`config.mk`:
```
export PLATFORM = sky130hd
export DESIGN_NAME = mask_rom
export DESIGN_NICKNAME = d
export VERILOG_FILES = /design/src/rtl/mask_pkg.sv /design/src/rtl/mask_pixel_gen.sv /design/src/rtl/mask_rom.sv
export SDC_FILE = /design/constraint.sdc
export NUM_CORES = 1
export LEC_CHECK = 0
export ABC_AREA = 1
export BUFFER_PORTS_ARGS = -buffer_cell sky130_fd_sc_hd__buf_4
export CAP_MARGIN = 10
export CELL_PAD_IN_SITES_DETAIL_PLACEMENT = 1
export CELL_PAD_IN_SITES_GLOBAL_PLACEMENT = 1
export CORE_MARGIN = 3
export CORE_UTILIZATION = 49
export DETAILED_ROUTE_END_ITERATION = 12
export PLACE_DENSITY = 0.94
export SYNTH_ARGS = -nofsm -noshare
export SYNTH_HDL_FRONTEND = slang
export SYNTH_SLANG_ARGS = --single-unit
```
`constraint.sdc`:
```
create_clock -name clk -period 9.85 [get_ports clk]
set_clock_uncertainty 0.2 [all_clocks]
set_input_delay 1.97 -clock clk [delete_from_list [all_inputs] [get_ports clk]]
set_output_delay 1.97 -clock clk [all_outputs]
set_load 0.01 [all_outputs]
```
`src/rtl/mask_pkg.sv`:
```
// Shared constants for the circular mask image generator: image geometry
// defaults and the RGB444 colours it produces.
package mask_pkg;

    localparam int IMG_W_DEFAULT  = 160;
    localparam int IMG_H_DEFAULT  = 120;
    localparam int RADIUS_DEFAULT = 40;

    localparam int COLOR_W = 12;

    localparam logic [COLOR_W-1:0] COL_BLACK  = 12'h000;
    localparam logic [COLOR_W-1:0] COL_WHITE  = 12'hFFF;
    localparam logic [COLOR_W-1:0] COL_BORDER = 12'hF00;

endpackage

```
`src/rtl/mask_pixel_gen.sv`:
```
// Combinational pixel colour for a circular mask with a one-pixel red frame;
// maps a (row, col) address to an RGB444 colour.
module mask_pixel_gen
    import mask_pkg::*;
#(
    parameter int IMG_W  = IMG_W_DEFAULT,
    parameter int IMG_H  = IMG_H_DEFAULT,
    parameter int RADIUS = RADIUS_DEFAULT
) (
    input  logic [6:0]         row,
    input  logic [7:0]         col,
    output logic [COLOR_W-1:0] color
);

    localparam int CX = IMG_W / 2;
    localparam int CY = IMG_H / 2;
    localparam logic [17:0] R2 = 18'(RADIUS * RADIUS);

    logic signed [8:0]  dx;
    logic signed [7:0]  dy;
    logic signed [17:0] dx_ext;
    logic signed [17:0] dy_ext;
    logic signed [17:0] dx_sq;
    logic signed [17:0] dy_sq;
    logic [17:0]        d2;
    logic               out_of_range;
    logic               on_border;

    // A zero-extended column cannot overflow 9 signed bits after centring,
    // and likewise the row in 8 bits, so the squares are always exact.
    assign dx     = $signed({1'b0, col}) - 9'(CX);
    assign dy     = $signed({1'b0, row}) - 8'(CY);
    assign dx_ext = 18'(dx);
    assign dy_ext = 18'(dy);
    assign dx_sq  = dx_ext * dx_ext;
    assign dy_sq  = dy_ext * dy_ext;
    assign d2     = $unsigned(dx_sq) + $unsigned(dy_sq);

    assign out_of_range = (32'(col) >= IMG_W) || (32'(row) >= IMG_H);
    assign on_border    = (row == '0) || (32'(row) == IMG_H - 1) ||
                          (col == '0) || (32'(col) == IMG_W - 1);

    always_comb begin
        color = COL_BLACK;
        if (out_of_range)
            color = COL_BLACK;
        else if (on_border)
            color = COL_BORDER;
        else if (d2 <= R2)
            color = COL_WHITE;
        else
            color = COL_BLACK;
    end

endmodule

```
`src/rtl/mask_rom.sv`:
```
// Read-only circular mask image: one address per cycle in, registered RGB444
// colour out one cycle later.
module mask_rom
    import mask_pkg::*;
#(
    parameter int IMG_W  = IMG_W_DEFAULT,
    parameter int IMG_H  = IMG_H_DEFAULT,
    parameter int RADIUS = RADIUS_DEFAULT
) (
    input  logic               clk,
    input  logic               rst,
    input  logic [6:0]         row,
    input  logic [7:0]         col,
    output logic [COLOR_W-1:0] color_data
);

    logic [COLOR_W-1:0] color_p0;
    logic [COLOR_W-1:0] color_p1;

    mask_pixel_gen #(
        .IMG_W  (IMG_W),
        .IMG_H  (IMG_H),
        .RADIUS (RADIUS)
    ) u_pixel_gen (
        .row   (row),
        .col   (col),
        .color (color_p0)
    );

    // p0 -> p1: the only state in the block; reset forces black.
    always_ff @(posedge clk) begin
        if (rst)
            color_p1 <= COL_BLACK;
        else
            color_p1 <= color_p0;
    end

    assign color_data = color_p1;

endmodule

```
==> run metrics, run 1 <==
outcome complete, but fails checks; violated checks setup timing; Die Y-Extent around 120 µm; number of synthesized flops with an enable pin 0; post-DR vias/cell around 5.7; Nets around 1000; antenna-violating nets left 0; fmax 0.100 GHz; worst hold path type in2reg; global route total overflow 0; Final period util 1.01; Mapped Nets just under 1000; Slew headroom 0.628; cells after synthesis 769; HPWL after detailed placement about 16 mm; mapped cell area 0.00588 mm²; final setup margin -0.130 ns; top cells by count, synth inv_1 (223), fa_1 (119), nand2_1 (110); die area roughly 0.013 mm²; total global-route track usage 0.273; CTS max path bufs 2; top area cells in the synthesized netlist fa_1 (40%), ha_1 (15%), inv_1 (14%); final setup fails 2; core area between 0.01 and 0.015 mm²; Setup crit start kind input port; first-pass GRT wire length between 20 and 30 mm; register area share after synthesis 0.00680; Via Count about 5400; I/O pin count 29; Final min period between 9 and 10 ns; total CTS buffers 3; number of synthesis warnings 0; area leader, netlist fa_1; initial antenna violation count 0; max-slew violations 0; starting DRC count in detailed routing 463; Initial Util 0.509; worst endpoint required time a little under 10 ns; CP Launch Point row[2]; # clock sinks 2; routability cong. between 0.9 and 1; Hold Startpoint rst; Async SR Flop Fraction 0; drt wl/cell approximately 22 µm; Reg clk slew, reported paths 0.03 ns; H-Tree Depth 1; first-pass iteration count of the detailed router 5; CTS Hold Bufs 0; Synth top area share 0.405; Data arrival, critical path between 9 and 10 ns; Most used DFF post-synth dfxtp_1; Worst path slowest cell fa_1; slowest stage delay, CP 0.61 ns; CTS tree done; aggregate routed wire length 20.3 mm; count of input and output buffers 28; Setup CP Type in2reg; Worst Max-Slew Pin Slew approximately 0.56 ns; Final Util 0.557; flip-flop and latch count after synthesis 2; Antenna Cells 0; die width between 100 and 150 µm; largest net degree at the start of global routing 14; cell repeated most along the worst path inv_1; Core Rows 39; Largest register FFs 2; Syn Area/Cell ~7.7 µm²; synth-to-layout area growth 9.53%; CP Max Fanout 13; Root Buffer clkbuf_16; DRC 0; final hold violations 0; Yosys cell types 32; number of global-route vias before repair between 5000 and 6000; count leader, synth inv_1; layout cell share with drive strength beyond 1 0.105; MaxCap Viol Count 0; crit end category register
## repair_timing
action | in CTS | in global routing
resized for setup | 2 | 30
pin swaps | 0 | 6
buffers inserted | 0 | 7
cloned | 0 | 0
endpoints found under the setup margin | 2 | 2
## cells in the final DEF, fill, tap and decap left out, types with 2 or more instances in the layout
| cell type | synthesis | layout |
|---|---|---|
| ha_4 | 0 | 3 |
| clkbuf_16 | 0 | 3 |
| o21ai_0 | 8 | 7 |
| nand3b_1 | 3 | 3 |
| clkinvlp_4 | 0 | 2 |
| fa_1 | 119 | 118 |
| nor2_2 | 4 | 7 |
| nand2_1 | 110 | 109 |
| ha_1 | 71 | 67 |
| buf_4 | 11 | 36 |
| a31oi_1 | 2 | 2 |
| o21ai_1 | 4 | 3 |
| o21bai_1 | 2 | 2 |
| o21ai_2 | 0 | 2 |
| nor2_4 | 0 | 4 |
| nand4_1 | 9 | 9 |
| a21oi_1 | 18 | 14 |
| nor2_1 | 95 | 88 |
| xnor2_1 | 17 | 16 |
| xor2_1 | 13 | 12 |
| inv_1 | 223 | 219 |
| nand2_2 | 3 | 4 |
| dfxtp_1 | 2 | 2 |
| nand3_1 | 32 | 32 |
| inv_2 | 2 | 4 |
| a21oi_2 | 7 | 11 |
## logic make-up (layout without fill, tap and decap cells)
family	after synthesis	count (layout)	synth area share
buffers and inverters	242	266	0.162
XOR/XNOR	30	30	0.0447
AO/OA/AOI/OAI	46	46	0.0474
AND/OR/NAND/NOR	259	259	0.184
adder cells (fa/ha/maj)	190	190	0.556
flip-flops	2	2	0.00680
## critical path: cells and delay by family
kind,cells,cell delay [ns]
buffers and inverters,10,1.03
AO/OA/AOI/OAI,7,1.39
AND/OR/NAND/NOR,8,0.91
XOR/XNOR,1,0.15
adder cells (fa/ha/maj),10,4.47
## routing by layer
layer  share of wire  GRT usage  routed length [µm]  vias to the layer above
li1                -          -                   -                     2300
met2            0.52      0.507               10500                      249
met5               0          0                   0                        -
met3           0.047     0.0162                 963                       89
met4           0.067      0.122                1360                        0
met1            0.37      0.323                7480                     2716
## metrics by stage
stage	setup WS [ns]	hold WS (ns)	setup TNS [ns]	std cells	instance area [µm²]
final	-0.130	1.85	-0.250	936	6440
after floorplan	0.765	1.93	0	769	5880
after CTS	0.0416	1.85	0	929	6260
after global placement	0.290	2.06	0	926	6190
after global routing	-0.422	1.87	-0.833	936	6440
after detailed placement	-0.266	2.08	-0.510	926	6190
## worst paths after layout
kind | end | slack (ns) | cells past startpoint
max | color_data[10] | -0.13 | 36
min | color_data[10] | 1.85 | 4
## cell type report
type                            instances  area [µm²]
Multi-Input combinational cell        525        5010
Timing Repair Buffer                   37         282
Sequential cell                         2        40.0
Fill cell                            1457        5120
Tap cell                              143         179
Inverter                              226         856
Clock buffer                            3        75.1
Power of run 1 is not shown: default switching activity piles up to over one toggle a cycle in this logic, so the estimate is an artifact.
==> run 2: changes to the inputs <==
--- a/config.mk
+++ b/config.mk
@@ -10,10 +10,11 @@
 export CAP_MARGIN = 10
 export CELL_PAD_IN_SITES_DETAIL_PLACEMENT = 1
 export CELL_PAD_IN_SITES_GLOBAL_PLACEMENT = 1
+export CORE_ASPECT_RATIO = 1.5
 export CORE_MARGIN = 3
 export CORE_UTILIZATION = 49
 export DETAILED_ROUTE_END_ITERATION = 12
-export PLACE_DENSITY = 0.94
+export PLACE_DENSITY = 0.88
 export SYNTH_ARGS = -nofsm -noshare
 export SYNTH_HDL_FRONTEND = slang
 export SYNTH_SLANG_ARGS = --single-unit
==> run 2 against run 1 <==
  * The run now ends clean
  * Final cell count unchanged
  * Maximum frequency up 5.5%
  * Critical path depth up 1
  * Global-route usage down 2.5 points
  * Setup slack better by 0.52 ns
  * Design area down 1.1%
  * Wire length down 23%
  * Sequential share of layout area about the same
  * Worst hold slack worse by 0.031 ns
  * Critical endpoint unchanged
  * Largest cell class unchanged
==> run metrics, run 2 (same netlist as run 1, synthesis figures left out) <==
outcome finished, final reports clean (was complete, but fails checks); # clock sinks 2 (unchanged); Initial Util 0.505 (was 0.509); Die Y-Extent 140 µm (was 116 µm); Setup CP Type in2reg (unchanged); CP Buf/Inv Count 9 (was 10); worst hold path type in2reg (unchanged); layout cell share with drive strength beyond 1 0.0954 (was 0.105); largest net degree at the start of global routing 14 (unchanged); number of global-route vias before repair 5761 (was 5844); cell repeated most along the worst path inv_1 (unchanged); Slew headroom 0.692 (was 0.628); starting DRC count in detailed routing 100 (was 463); die width 95.5 µm (was 116 µm); first-pass iteration count of the detailed router 7 (was 5); synth-to-layout area growth 8.27% (was 9.53%); final setup fails 0 (was 2); crit end category register (unchanged); Largest register FFs 2 (unchanged); total global-route track usage 0.247 (was 0.273); Antenna Cells 0 (unchanged); H-Tree Depth 1 (unchanged); CTS Hold Bufs 0 (unchanged); die area 0.0134 mm² (about the same); aggregate routed wire length 15.6 mm (was 20.3 mm); count of input and output buffers 28 (unchanged); global route total overflow 0 (unchanged); CTS tree done (unchanged); Worst Max-Slew Pin Slew 0.462 ns (was 0.558 ns); initial antenna violation count 0 (unchanged); max-slew violations 0 (unchanged); Data arrival, critical path 9.42 ns (was 9.94 ns); I/O pin count 29 (unchanged); critical path's top delay family adder cells (unchanged); core area 0.0117 mm² (was 0.0116 mm²); first-pass GRT wire length 26.1 mm (was 28.2 mm); total CTS buffers 3 (unchanged); DRC 0 (unchanged); dpl cell area 0.00619 mm² (about the same); slowest stage delay, CP 0.54 ns (was 0.61 ns); post-CTS sizing 0 (was 2); CTS max path bufs 2 (unchanged); final hold violations 0 (unchanged); drt wl/cell 16.7 µm (was 21.7 µm); antenna-violating nets left 0 (unchanged); commonest non-fill, non-tap cells in the layout inv_1 (220), fa_1 (118), nand2_1 (110), nor2_1 (89), ha_1 (67) (was inv_1 (219), fa_1 (118), nand2_1 (109), nor2_1 (88), ha_1 (67)); Reg clk slew, reported paths 0.03 ns (about the same); CP Max Fanout 13 (unchanged); fmax 0.106 GHz (was 0.100 GHz); HPWL after detailed placement 14.2 mm (was 15.6 mm); Root Buffer clkbuf_16 (unchanged); worst endpoint required time 9.81 ns (about the same); Final period util 0.960 (was 1.01); Worst path slowest cell fa_1 (unchanged); routability cong. 0.856 (was 0.918); post-DR vias/cell 5.24 (was 5.72); design area 0.00637 mm² (was 0.00644 mm²); Final min period 9.46 ns (was 9.98 ns); Nets 995 (was 1002); Core Rows 48 (was 39); Via Count 4907 (was 5354); Final Util 0.547 (was 0.557); Setup crit start kind input port (unchanged); Hold WS 1.82 ns (was 1.85 ns); post-CTS setup repair buffer count 0 (unchanged); MaxCap Viol Count 0 (unchanged); most common cell after layout, fill and taps aside inv_1 (unchanged)
[run 2: changes by cell type in the layout (fill, tap and decap cells not counted), moves of 2 or more]
cell / before / now
clkinvlp_4: 2 / 0
nor2_4: 4 / 1
buf_4: 36 / 30
nor2_2: 7 / 9
[run 2: final cells by class]
| class | count | area [µm²] |
|---|---|---|
| clock buffers | 3 | 75.1 |
| multi-input cells | 525 | 4990 |
| repair buffers | 30 | 225 |
| fillers | 1479 | 5280 |
| flip-flops and latches | 2 | 40.0 |
| well taps | 150 | 188 |
| inverters | 226 | 848 |
[run 2: through the flow]
stage	setup TNS, ns	setup slack, ns	cells
5_1_grt	-0.0589	-0.0437	936
4_1_cts	0	0.0590	936
2_1_floorplan	0	0.765	769
3_5_place_dp	-0.239	-0.134	933
3_3_place_gp	0	0.159	933
6_report	0	0.390	936
[run 2: worst paths after layout]
| kind | to | cells past startpoint | slack, ns | from |
|---|---|---|---|---|
| hold / removal | color_data[10] | 4 | 1.82 | rst |
| setup / recovery | color_data[10] | 37 | 0.39 | row[2] |
[run 2: routing by layer]
metal	vias to the layer above	GRT usage	routed length [µm]
li1	2279	-	-
met1	2499	0.261	5580
met2	89	0.492	9060
met3	40	0.0188	384
met4	0	0.0862	606
met5	-	0	0
Power of run 2 is left out for the same reason.
